`src/rtl/load_aligner_if.sv`:
```
// Load aligner bus bundle: request, memory read port and response channels.
interface load_aligner_if;
   logic        req_valid;
   logic        req_ready;
   logic [31:0] req_addr;
   logic [1:0]  req_size;
   logic        req_unsigned;
   logic        mem_rd;
   logic [31:0] mem_addr;
   logic [31:0] mem_rdata;
   logic        mem_rvalid;
   logic        rsp_valid;
   logic        rsp_ready;
   logic [31:0] rsp_data;
   logic        rsp_err;

   // Block side: consumes requests and read data, produces reads and results.
   modport slave (
      input  req_valid, req_addr, req_size, req_unsigned, mem_rdata, mem_rvalid, rsp_ready,
      output req_ready, mem_rd, mem_addr, rsp_valid, rsp_data, rsp_err
   );

   // Environment side: memory stage, data memory and writeback.
   modport master (
      output req_valid, req_addr, req_size, req_unsigned, mem_rdata, mem_rvalid, rsp_ready,
      input  req_ready, mem_rd, mem_addr, rsp_valid, rsp_data, rsp_err
   );
endinterface

```
`src/rtl/load_aligner.sv`:
```
// Load aligner: LB/LH/LW/LBU/LHU against a word-addressed read port.
// One aligned read, or two for boundary-crossing loads, then merge/extract/extend.
module load_aligner #(
   parameter bit          SPLIT_EN = 1'b1,
   parameter int unsigned TIMEOUT  = 255
) (
   input logic          clk,
   input logic          rst_n,
   load_aligner_if.slave bus
);
   localparam int CW = (TIMEOUT < 2) ? 1 : $clog2(TIMEOUT + 1);
   // Abort fires on the cycle the counter would reach TIMEOUT.
   localparam logic [CW-1:0] TO_LAST = CW'((TIMEOUT == 0) ? 0 : TIMEOUT - 1);

   typedef enum logic [2:0] {IDLE, ISSUE0, WAIT0, ISSUE1, WAIT1, RESP} state_t;

   state_t        state_q, state_d;
   logic [31:0]   addr_q;
   logic [1:0]    size_q;
   logic          uns_q;
   logic [31:0]   w0_q;
   logic [CW-1:0] cnt_q;
   logic [31:0]   rsp_data_q;
   logic          rsp_err_q;

   logic          req_bad, cap_split, in_wait, timed_out;
   logic          ld_ok, ld_err;
   logic [31:0]   w_lo, w_hi, merged, result;

   function automatic logic crosses(input logic [1:0] sz, input logic [1:0] off);
      return (sz == 2'b01 && off == 2'b11) || (sz == 2'b10 && off != 2'b00);
   endfunction

   assign req_bad   = (bus.req_size == 2'b11) ||
                      (!SPLIT_EN && crosses(bus.req_size, bus.req_addr[1:0]));
   assign cap_split = crosses(size_q, addr_q[1:0]);
   assign in_wait   = (state_q == WAIT0) || (state_q == WAIT1);
   assign timed_out = (TIMEOUT != 0) && (cnt_q == TO_LAST);

   // Next-state logic; ld_ok/ld_err mark the cycle a result is committed.
   always_comb begin
      state_d = state_q;
      ld_ok   = 1'b0;
      ld_err  = 1'b0;
      unique case (state_q)
         IDLE:
            if (bus.req_valid) begin
               if (req_bad) begin
                  state_d = RESP;
                  ld_err  = 1'b1;
               end else begin
                  state_d = ISSUE0;
               end
            end
         ISSUE0: state_d = WAIT0;
         WAIT0:
            if (bus.mem_rvalid) begin
               if (cap_split) begin
                  state_d = ISSUE1;
               end else begin
                  state_d = RESP;
                  ld_ok   = 1'b1;
               end
            end else if (timed_out) begin
               state_d = RESP;
               ld_err  = 1'b1;
            end
         ISSUE1: state_d = WAIT1;
         WAIT1:
            if (bus.mem_rvalid) begin
               state_d = RESP;
               ld_ok   = 1'b1;
            end else if (timed_out) begin
               state_d = RESP;
               ld_err  = 1'b1;
            end
         RESP:    if (bus.rsp_ready) state_d = IDLE;
         default: state_d = IDLE;
      endcase
   end

   // Merge the two words (live rdata on the final read), shift and extend.
   always_comb begin
      w_lo   = (state_q == WAIT0) ? bus.mem_rdata : w0_q;
      w_hi   = (state_q == WAIT1) ? bus.mem_rdata : 32'h0;
      merged = 32'({w_hi, w_lo} >> {addr_q[1:0], 3'b000});
      unique case (size_q)
         2'b00:   result = {{24{~uns_q & merged[7]}},  merged[7:0]};
         2'b01:   result = {{16{~uns_q & merged[15]}}, merged[15:0]};
         default: result = merged;
      endcase
   end

   // State register.
   always_ff @(posedge clk or negedge rst_n) begin
      if (!rst_n) state_q <= IDLE;
      else        state_q <= state_d;
   end

   // Timeout counter: zero outside WAIT states, counts idle WAIT cycles.
   always_ff @(posedge clk or negedge rst_n) begin
      if (!rst_n)                        cnt_q <= '0;
      else if (in_wait && !bus.mem_rvalid) cnt_q <= cnt_q + 1'b1;
      else                               cnt_q <= '0;
   end

   // Request capture, first-word latch and response registers.
   always_ff @(posedge clk or negedge rst_n) begin
      if (!rst_n) begin
         addr_q     <= '0;
         size_q     <= '0;
         uns_q      <= 1'b0;
         w0_q       <= '0;
         rsp_data_q <= '0;
         rsp_err_q  <= 1'b0;
      end else begin
         if (state_q == IDLE && bus.req_valid) begin
            addr_q <= bus.req_addr;
            size_q <= bus.req_size;
            uns_q  <= bus.req_unsigned;
         end
         if (state_q == WAIT0 && bus.mem_rvalid) w0_q <= bus.mem_rdata;
         if (ld_ok) begin
            rsp_data_q <= result;
            rsp_err_q  <= 1'b0;
         end else if (ld_err) begin
            rsp_data_q <= '0;
            rsp_err_q  <= 1'b1;
         end
      end
   end

   assign bus.req_ready = (state_q == IDLE);
   assign bus.mem_rd    = (state_q == ISSUE0) || (state_q == ISSUE1);
   // Second word address wraps naturally in the 30-bit word index.
   assign bus.mem_addr  = (state_q == ISSUE0) ? {addr_q[31:2], 2'b00} :
                          (state_q == ISSUE1) ? {addr_q[31:2] + 30'd1, 2'b00} : 32'h0;
   assign bus.rsp_valid = (state_q == RESP);
   assign bus.rsp_data  = rsp_data_q;
   assign bus.rsp_err   = rsp_err_q;
endmodule
```
`src/flat_wrapper.sv`:
```
// flat-port wrapper written by rule: the top's interface ports become plain ports
module load_aligner_flat 
#(
   parameter bit          SPLIT_EN = 1'b1,
   parameter int unsigned TIMEOUT  = 255
)
  (clk, rst_n, bus_req_valid, bus_req_addr, bus_req_size, bus_req_unsigned, bus_mem_rdata, bus_mem_rvalid, bus_rsp_ready, bus_req_ready, bus_mem_rd, bus_mem_addr, bus_rsp_valid, bus_rsp_data, bus_rsp_err);
  load_aligner_if bus_i ();
  input logic clk;
  input logic rst_n;
  input wire logic [$bits(bus_i.req_valid)-1:0] bus_req_valid;
  input wire logic [$bits(bus_i.req_addr)-1:0] bus_req_addr;
  input wire logic [$bits(bus_i.req_size)-1:0] bus_req_size;
  input wire logic [$bits(bus_i.req_unsigned)-1:0] bus_req_unsigned;
  input wire logic [$bits(bus_i.mem_rdata)-1:0] bus_mem_rdata;
  input wire logic [$bits(bus_i.mem_rvalid)-1:0] bus_mem_rvalid;
  input wire logic [$bits(bus_i.rsp_ready)-1:0] bus_rsp_ready;
  output wire logic [$bits(bus_i.req_ready)-1:0] bus_req_ready;
  output wire logic [$bits(bus_i.mem_rd)-1:0] bus_mem_rd;
  output wire logic [$bits(bus_i.mem_addr)-1:0] bus_mem_addr;
  output wire logic [$bits(bus_i.rsp_valid)-1:0] bus_rsp_valid;
  output wire logic [$bits(bus_i.rsp_data)-1:0] bus_rsp_data;
  output wire logic [$bits(bus_i.rsp_err)-1:0] bus_rsp_err;
  assign bus_i.req_valid = bus_req_valid;
  assign bus_i.req_addr = bus_req_addr;
  assign bus_i.req_size = bus_req_size;
  assign bus_i.req_unsigned = bus_req_unsigned;
  assign bus_i.mem_rdata = bus_mem_rdata;
  assign bus_i.mem_rvalid = bus_mem_rvalid;
  assign bus_i.rsp_ready = bus_rsp_ready;
  assign bus_req_ready = bus_i.req_ready;
  assign bus_mem_rd = bus_i.mem_rd;
  assign bus_mem_addr = bus_i.mem_addr;
  assign bus_rsp_valid = bus_i.rsp_valid;
  assign bus_rsp_data = bus_i.rsp_data;
  assign bus_rsp_err = bus_i.rsp_err;
  load_aligner #(.SPLIT_EN(SPLIT_EN), .TIMEOUT(TIMEOUT)) u_core (.clk(clk), .rst_n(rst_n), .bus(bus_i));
endmodule
```
`config.mk`:
```
export PLATFORM = sky130hd
export DESIGN_NAME = load_aligner_flat
export DESIGN_NICKNAME = d
export VERILOG_FILES = /design/src/rtl/load_aligner_if.sv /design/src/rtl/load_aligner.sv /design/src/flat_wrapper.sv
export SDC_FILE = /design/constraint.sdc
export NUM_CORES = 1
export LEC_CHECK = 0
export ABC_AREA = 1
export CAP_MARGIN = 0
export CORE_MARGIN = 2
export CORE_UTILIZATION = 55
export CTS_CLUSTER_DIAMETER = 150
export DETAILED_ROUTE_END_ITERATION = 10
export MAX_ROUTING_LAYER = met4
export PLACE_DENSITY = 0.84
export SLEW_MARGIN = 25
export SYNTH_ARGS = -nofsm -noshare
export SYNTH_HDL_FRONTEND = slang
export SYNTH_SLANG_ARGS = --single-unit
```
`constraint.sdc`:
```
create_clock -name clk -period 5.2 [get_ports clk]
set_input_delay 1.04 -clock clk [delete_from_list [all_inputs] [get_ports clk]]
set_output_delay 1.04 -clock clk [all_outputs]
set_load 0.01 [all_outputs]
```
==> flow_metrics.tcl, run 1 <==
set metrics [dict create \
    total_power_mw 5.03 \
    final_layout_size_suffix_gt1_share_pct 5.06 \
    drt_iter0_drc 1092 \
    cts_tree "built" \
    max_freq_mhz 241 \
    synth_edf_count 0 \
    post-cts-setup-buffers 0 \
    r2r_slack_ns 2.22 \
    synth.avg_cell_area_um2 6.87 \
    drv_slew 0 \
    status "finished, final reports clean" \
    ys_seq_elements 111 \
    clockBufferDepth 2 \
    grt_max_degree 71 \
    area_growth_pct 23.2 \
    yosys_warnings 0 \
    skew_ns 0.00828 \
    setup_viol 0 \
    antenna_found_initial 0 \
    ios 140 \
    ys_seq_area_share_pct 39.6 \
    fin_util_pct 68.9 \
    grt_pass1_vias 6377 \
    antenna-diode-count 0 \
    timing.rr.end "u_core.bus.rsp_data[1]" \
    synth_top_area_share_pct 39.6 \
    drtAntennaViolNets 0 \
    setup_tns_ns 0 \
    ir_worst_vdd_mv 0.385 \
    rr_startpoint "u_core.state_q[1]" \
    drc 0 \
    die_area_um2 13700 \
    fin_area_um2 8630 \
    slowest_stage "clkdlybuf4s50_1" \
    power.density_nw_per_um2 583 \
    crit_type "flop to primary output" \
    hp-class "flop to flop" \
    rsz0062_at_grt "no" \
    cts.sinks 111 \
    fin_hold_ws_ns 0.479 \
    place_area_um2 8350 \
    die_h_um 117 \
    arrival_ns 3.12 \
    vias_per_cell 5.59 \
    dpl.hpwl_um 15700 \
    p_leak_nw 4.19 \
    min_period_ns 4.16 \
    async_reset_ff_share_pct 100 \
    synth_cell_types 42 \
    nNetsFinal 1197 \
    tightest_slew_ns 0.951 \
    cp_cell_sequence "nor2_1 > nand2_1 > inv_1 > a22oi_1 > a21oi_1 > clkdlybuf4s50_1" \
    grt_pass1_wl_um 33400 \
    path_delay_family "buffers and inverters" \
    startpoint_type "flop" \
    min_path_cells 2 \
    crit_path_end_kind "primary output" \
    cp_num_buf_inv 2 \
    cts_buffers 9 \
    die_x_um 117 \
    synth_flop_cell "dfrtp_1" \
    synth.area.top_cells "dfrtp_1 (40%), nand2_1 (17%), o21ai_0 (7.8%), inv_1 (5.7%), nor2_1 (5.3%)" \
    initial_core_util_pct 56.0 \
    root_buffer "clkbuf_16" \
    synth_cells 1019 \
    cts_resized 0 \
    fp-row-count 41 \
    routed-via-count 7258 \
    place.gp.congestion 1.08 \
    finalCritPeriodShare_pct 80.0 \
    crit_path_max_incr_delay_ns 0.56 \
    io_buffer_count 137 \
    yosysTopAreaCell "dfrtp_1" \
    slew_headroom_pct 36.6 \
    cp_max_fo 16 \
    dr.pass1.iters 6 \
    core_region_area_um2 12500 \
    overflow 0 \
    min_from "u_core.bus.rsp_data[15]" \
    wire_per_inst_um 16.4 \
    grt_usage_pct 32.8 \
    syn-cell-area_um2 7010 \
    required_ns 4.16 \
    cts_max_level 3 \
    clkTransAtPathRegs_ns 0.07 \
    postCtsHoldBufs 0 \
    drt-total-wl_um 21300 \
    hold_viol 0 \
    crit_cells 6 \
    r2r_cells 8 \
    clk_latency_ns 0.36 \
    holdPathEnd "u_core.bus.rsp_data[15]" \
    max-cap-violations 0 \
]
## worst max path at each step
stage / startpoint / endpoint / slack (ns)
6_report: u_core.state_q[2] / bus_mem_addr[17] / 1.04
5_1_grt: u_core.state_q[0] / bus_mem_addr[22] / 0.87
4_1_cts: u_core.state_q[2] / bus_mem_addr[17] / 1.15
3_5_place_dp: u_core.state_q[2] / bus_mem_addr[17] / 1.55
3_3_place_gp: u_core.state_q[2] / bus_mem_addr[17] / 1.69
2_1_floorplan: u_core.state_q[2] / bus_mem_addr[24] / 2.55
## cells in the final DEF, fill, tap and decap left out, types with 19 or more instances in the layout
cell type	count
a21oi_1	60
a31oi_1	19
clkdlybuf4s50_1	136
dfrtp_1	111
inv_1	107
nand2_1	308
nand3_1	53
nor2_1	99
o21ai_0	109
## routing by layer
layer	up-vias	routed length [µm]	track usage, %	share of wire [%]
met5	-	0	-	0
met4	0	399	9.33	1.9
met3	44	2200	6.90	10
met2	431	8670	42.6	41
met1	3281	10000	51.1	47
li1	3502	-	-	-
## kinds of logic (layout without fill, tap and decap cells)
logic type | after synthesis | after routing | share of synthesized area [%]
AND/OR/NAND/NOR | 499 | 499 | 29.7
AO/OA/AOI/OAI | 219 | 219 | 16.8
adder cells (fa/ha/maj) | 3 | 3 | 0.536
other | 1 | 2 | 0.0535
flip-flops | 111 | 111 | 39.6
multiplexers | 13 | 13 | 2.09
buffers and inverters | 165 | 272 | 10.1
XOR/XNOR | 8 | 8 | 1.00
## final cells by class
type	instances	area, µm²
fillers	1135	3890
multi-input cells	744	3530
flip-flops and latches	111	2780
repair buffers	141	1400
inverters	115	437
clock buffers	11	233
well taps	172	215
clock inverters	5	41.3
## worst reg2reg max path, delay by kind of cell, from the launching register on
family / cells / cell delay, ns
and+or+nand+nor: 6 / 1.83
buffers and inverters: 1 / 0.26
AOI/OAI and AO/OA: 1 / 0.08
DFF: 1 / 0.69
## Yosys cell counts, types with 2 or more instances
cell / count
inv_1: 107
nand3_4: 3
buf_6: 6
nor3_1: 13
nor2_1: 99
nand2_1: 309
xnor2_1: 2
o211ai_1: 8
nand4_1: 7
o21ai_0: 109
buf_2: 16
o21ai_1: 5
o22ai_1: 11
a22oi_1: 3
a31oi_1: 19
a21oi_1: 60
nand3_1: 53
buf_1: 3
nand2_2: 2
mux2_2: 13
ha_1: 3
dfrtp_1: 111
inv_2: 6
nor2_2: 4
clkbuf_1: 20
inv_4: 2
buf_4: 5
xor2_1: 6
## metrics by stage
stage,instances,setup slack [ns]
after floorplan,1020,2.55
after global placement,1283,1.69
after detailed placement,1283,1.55
after CTS,1299,1.15
after global routing,1299,0.875
final,1299,1.04
## flip-flops by register name (all words and copies together), names as in the netlist
| signal | count |
|---|---|
| u_core.w0_q | 32 |
| u_core.bus.rsp_err | 1 |
| u_core.state_q | 3 |
| u_core.uns_q | 1 |
| u_core.size_q | 2 |
| u_core.addr_q | 32 |
| u_core.cnt_q | 8 |
| u_core.bus.rsp_data | 32 |
## where the power goes
| part | total, mW | internal [mW] | switching (mW) |
|---|---|---|---|
| Sequential | 1.55 | 1.22 | 0.336 |
| Combinational | 2.83 | 1.10 | 1.73 |
| Clock | 0.655 | 0.331 | 0.325 |
| Total | 5.03 | 2.64 | 2.39 |
Power figures use the tool's default switching activity.
==> run 2: changes to the inputs <==
--- a/config.mk
+++ b/config.mk
@@ -8,11 +8,11 @@
 export ABC_AREA = 1
 export CAP_MARGIN = 0
 export CORE_MARGIN = 2
-export CORE_UTILIZATION = 55
+export CORE_UTILIZATION = 48
 export CTS_CLUSTER_DIAMETER = 150
 export DETAILED_ROUTE_END_ITERATION = 10
 export MAX_ROUTING_LAYER = met4
-export PLACE_DENSITY = 0.84
+export PLACE_DENSITY = 0.78
 export SLEW_MARGIN = 25
 export SYNTH_ARGS = -nofsm -noshare
 export SYNTH_HDL_FRONTEND = slang
==> constraint.sdc (replaced) <==
create_clock -name clk -period 3.8 [get_ports clk]
set_input_delay 0.76 -clock clk [delete_from_list [all_inputs] [get_ports clk]]
set_output_delay 0.76 -clock clk [all_outputs]
set_load 0.01 [all_outputs]
==> flow_metrics.tcl, run 2 (synthesis results as in run 1) <==
set metrics [dict create \
    cts.sinks 111 \
    drt-total-wl_um 20700 \
    crit_type "flop to primary output" \
    fp-row-count 44 \
    p_leak_nw 4.22 \
    required_ns 3.04 \
    clk_latency_ns 0.36 \
    fin_ws_ns 0.290 \
    slowest_stage "clkdlybuf4s50_1" \
    antenna_found_initial 0 \
    cp_cell_sequence "ha_1 > nand3_1 > nor2_1 > nand2_1 > nor2_1 > inv_1 > o21ai_0 > nand3_1 > o21ai_0 > clkdlybuf4s50_1" \
    overflow 0 \
    die_area_um2 15600 \
    min_period_ns 3.51 \
    ios 140 \
    vias_per_cell 5.42 \
    top_layer_used "met4" \
    drt_iter0_drc 879 \
    rsz0062_at_grt "no" \
    final_layout_size_suffix_gt1_share_pct 5.40 \
    place.gp.congestion 0.982 \
    max_freq_mhz 285 \
    layout_commonest_cell "nand2_1" \
    grt_pass1_wl_um 33400 \
    grt_usage_pct 27.4 \
    drv_slew 0 \
    met3_length_um 1800 \
    postCtsHoldBufs 0 \
    finalCritPeriodShare_pct 92.4 \
    status "finished, final reports clean" \
    crit_path_end_kind "primary output" \
    wire_per_inst_um 15.8 \
    cp_num_buf_inv 2 \
    max-cap-violations 0 \
    met2_length_um 8680 \
    dr.pass1.iters 7 \
    startpoint_type "flop" \
    path_delay_family "simple AND/OR/NAND/NOR gates" \
    cts_resized 0 \
    final_cell_mix "nand2_1 (308), clkdlybuf4s50_1 (136), dfrtp_1 (111), o21ai_0 (109), inv_1 (107)" \
    nNetsFinal 1200 \
    cp_max_fo 5 \
    grt_max_degree 70 \
    skew_ns 0.00988 \
    arrival_ns 2.75 \
    root_buffer "clkbuf_16" \
    tightest_slew_ns 0.741 \
    routedLengthMet1_um 10100 \
    setup_tns_ns 0 \
    post-place-ws_ns 0.752 \
    cts_tree "built" \
    grt_pass1_vias 6284 \
    die_h_um 125 \
    setup_viol 0 \
    die_x_um 125 \
    dpl.hpwl_um 15200 \
    drc 0 \
    crit_path_max_incr_delay_ns 0.58 \
    io_buffer_count 137 \
    cts_buffers 9 \
    hp-class "input port to asynchronous set/reset pin" \
    initial_core_util_pct 48.8 \
    drtAntennaViolNets 0 \
    slew_headroom_pct 50.6 \
    routed-via-count 7127 \
    area_growth_pct 24.2 \
    hold_viol 0 \
    antenna-diode-count 0 \
    clockBufferDepth 2 \
    cts_max_level 3 \
    post-cts-setup-buffers 0 \
    core_region_area_um2 14400 \
    fillers 1327 \
    clkTransAtPathRegs_ns 0.07 \
    ir_worst_vdd_mv 0.353 \
    power.density_nw_per_um2 798 \
]
## run 2: changes by cell type in the layout (fill, tap and decap cells not counted), sizes merged
cell / change
clkinvlp: -1
bufinv: +1
buf: +3
clkbuf: -1
clkinv: +2
inv: -1
## run 2: worst reg2reg max path: stages (launching register included)
cell     delay [ns]
dfrtp_1        0.57
nand3_4        0.18
buf_4          0.50
nand2_1        0.17
nand2_2        0.18
o22a_1         0.22
and2_4         0.38
nand2_1        0.11
o21ai_0        0.08
## run 2: worst paths after layout
| path | slack, ns | depth (start not counted) | start | endpoint |
|---|---|---|---|---|
| max reg2reg | 1.35 | 8 | u_core.state_q[1] | u_core.bus.rsp_data[0] |
| min in group clk | 0.48 | 2 | u_core.bus.rsp_data[15] | u_core.bus.rsp_data[15] |
| max in group asynchronous | 2.58 | 2 | rst_n | u_core.bus.rsp_data[28] |
| max | 0.29 | 10 | u_core.addr_q[2] | bus_mem_addr[26] |
| min reg2reg | 0.48 | 2 | u_core.bus.rsp_data[15] | u_core.bus.rsp_data[15] |
| min | 0.47 | 1 | rst_n | u_core.addr_q[20] |
## run 2: layout make-up
class / instances / area [µm²] / share of cell area, %
sequential: 111 / 2780 / 31.9
multi-input combinational: 744 / 3530 / 40.5
inverter: 115 / 437 / 5.02
tap: 184 / 230 / 2.65
clock buffer: 10 / 229 / 2.63
clock inverter: 6 / 70.1 / 0.805
timing repair buffer: 144 / 1430 / 16.5
## run 2: stage by stage
step	cell area, µm²	utilization (%)	std cells	total power, mW	hold slack [ns]
6_report	8700	60.6	1314	6.94	0.466
5_1_grt	8700	60.6	1314	7.49	0.511
4_1_cts	8700	60.6	1314	6.89	0.481
3_5_place_dp	8400	58.5	1298	5.89	0.463
3_3_place_gp	8400	58.5	1298	5.83	0.458
2_1_floorplan	7010	-	1020	4.52	0.453
## run 2: power breakdown
group	internal, mW	total (mW)	switching [mW]	leakage [nW]
Clock	0.517	0.981	0.463	0.147
Sequential	1.66	2.08	0.416	1.37
Combinational	1.52	3.88	2.37	2.70
Total	3.70	6.94	3.25	4.22
## run 2: routing by layer
metal	vias up	track usage [%]
li1	3493	-
met1	3281	42.7
met2	327	38.3
met3	26	4.81
met4	0	3.79
met5	-	-
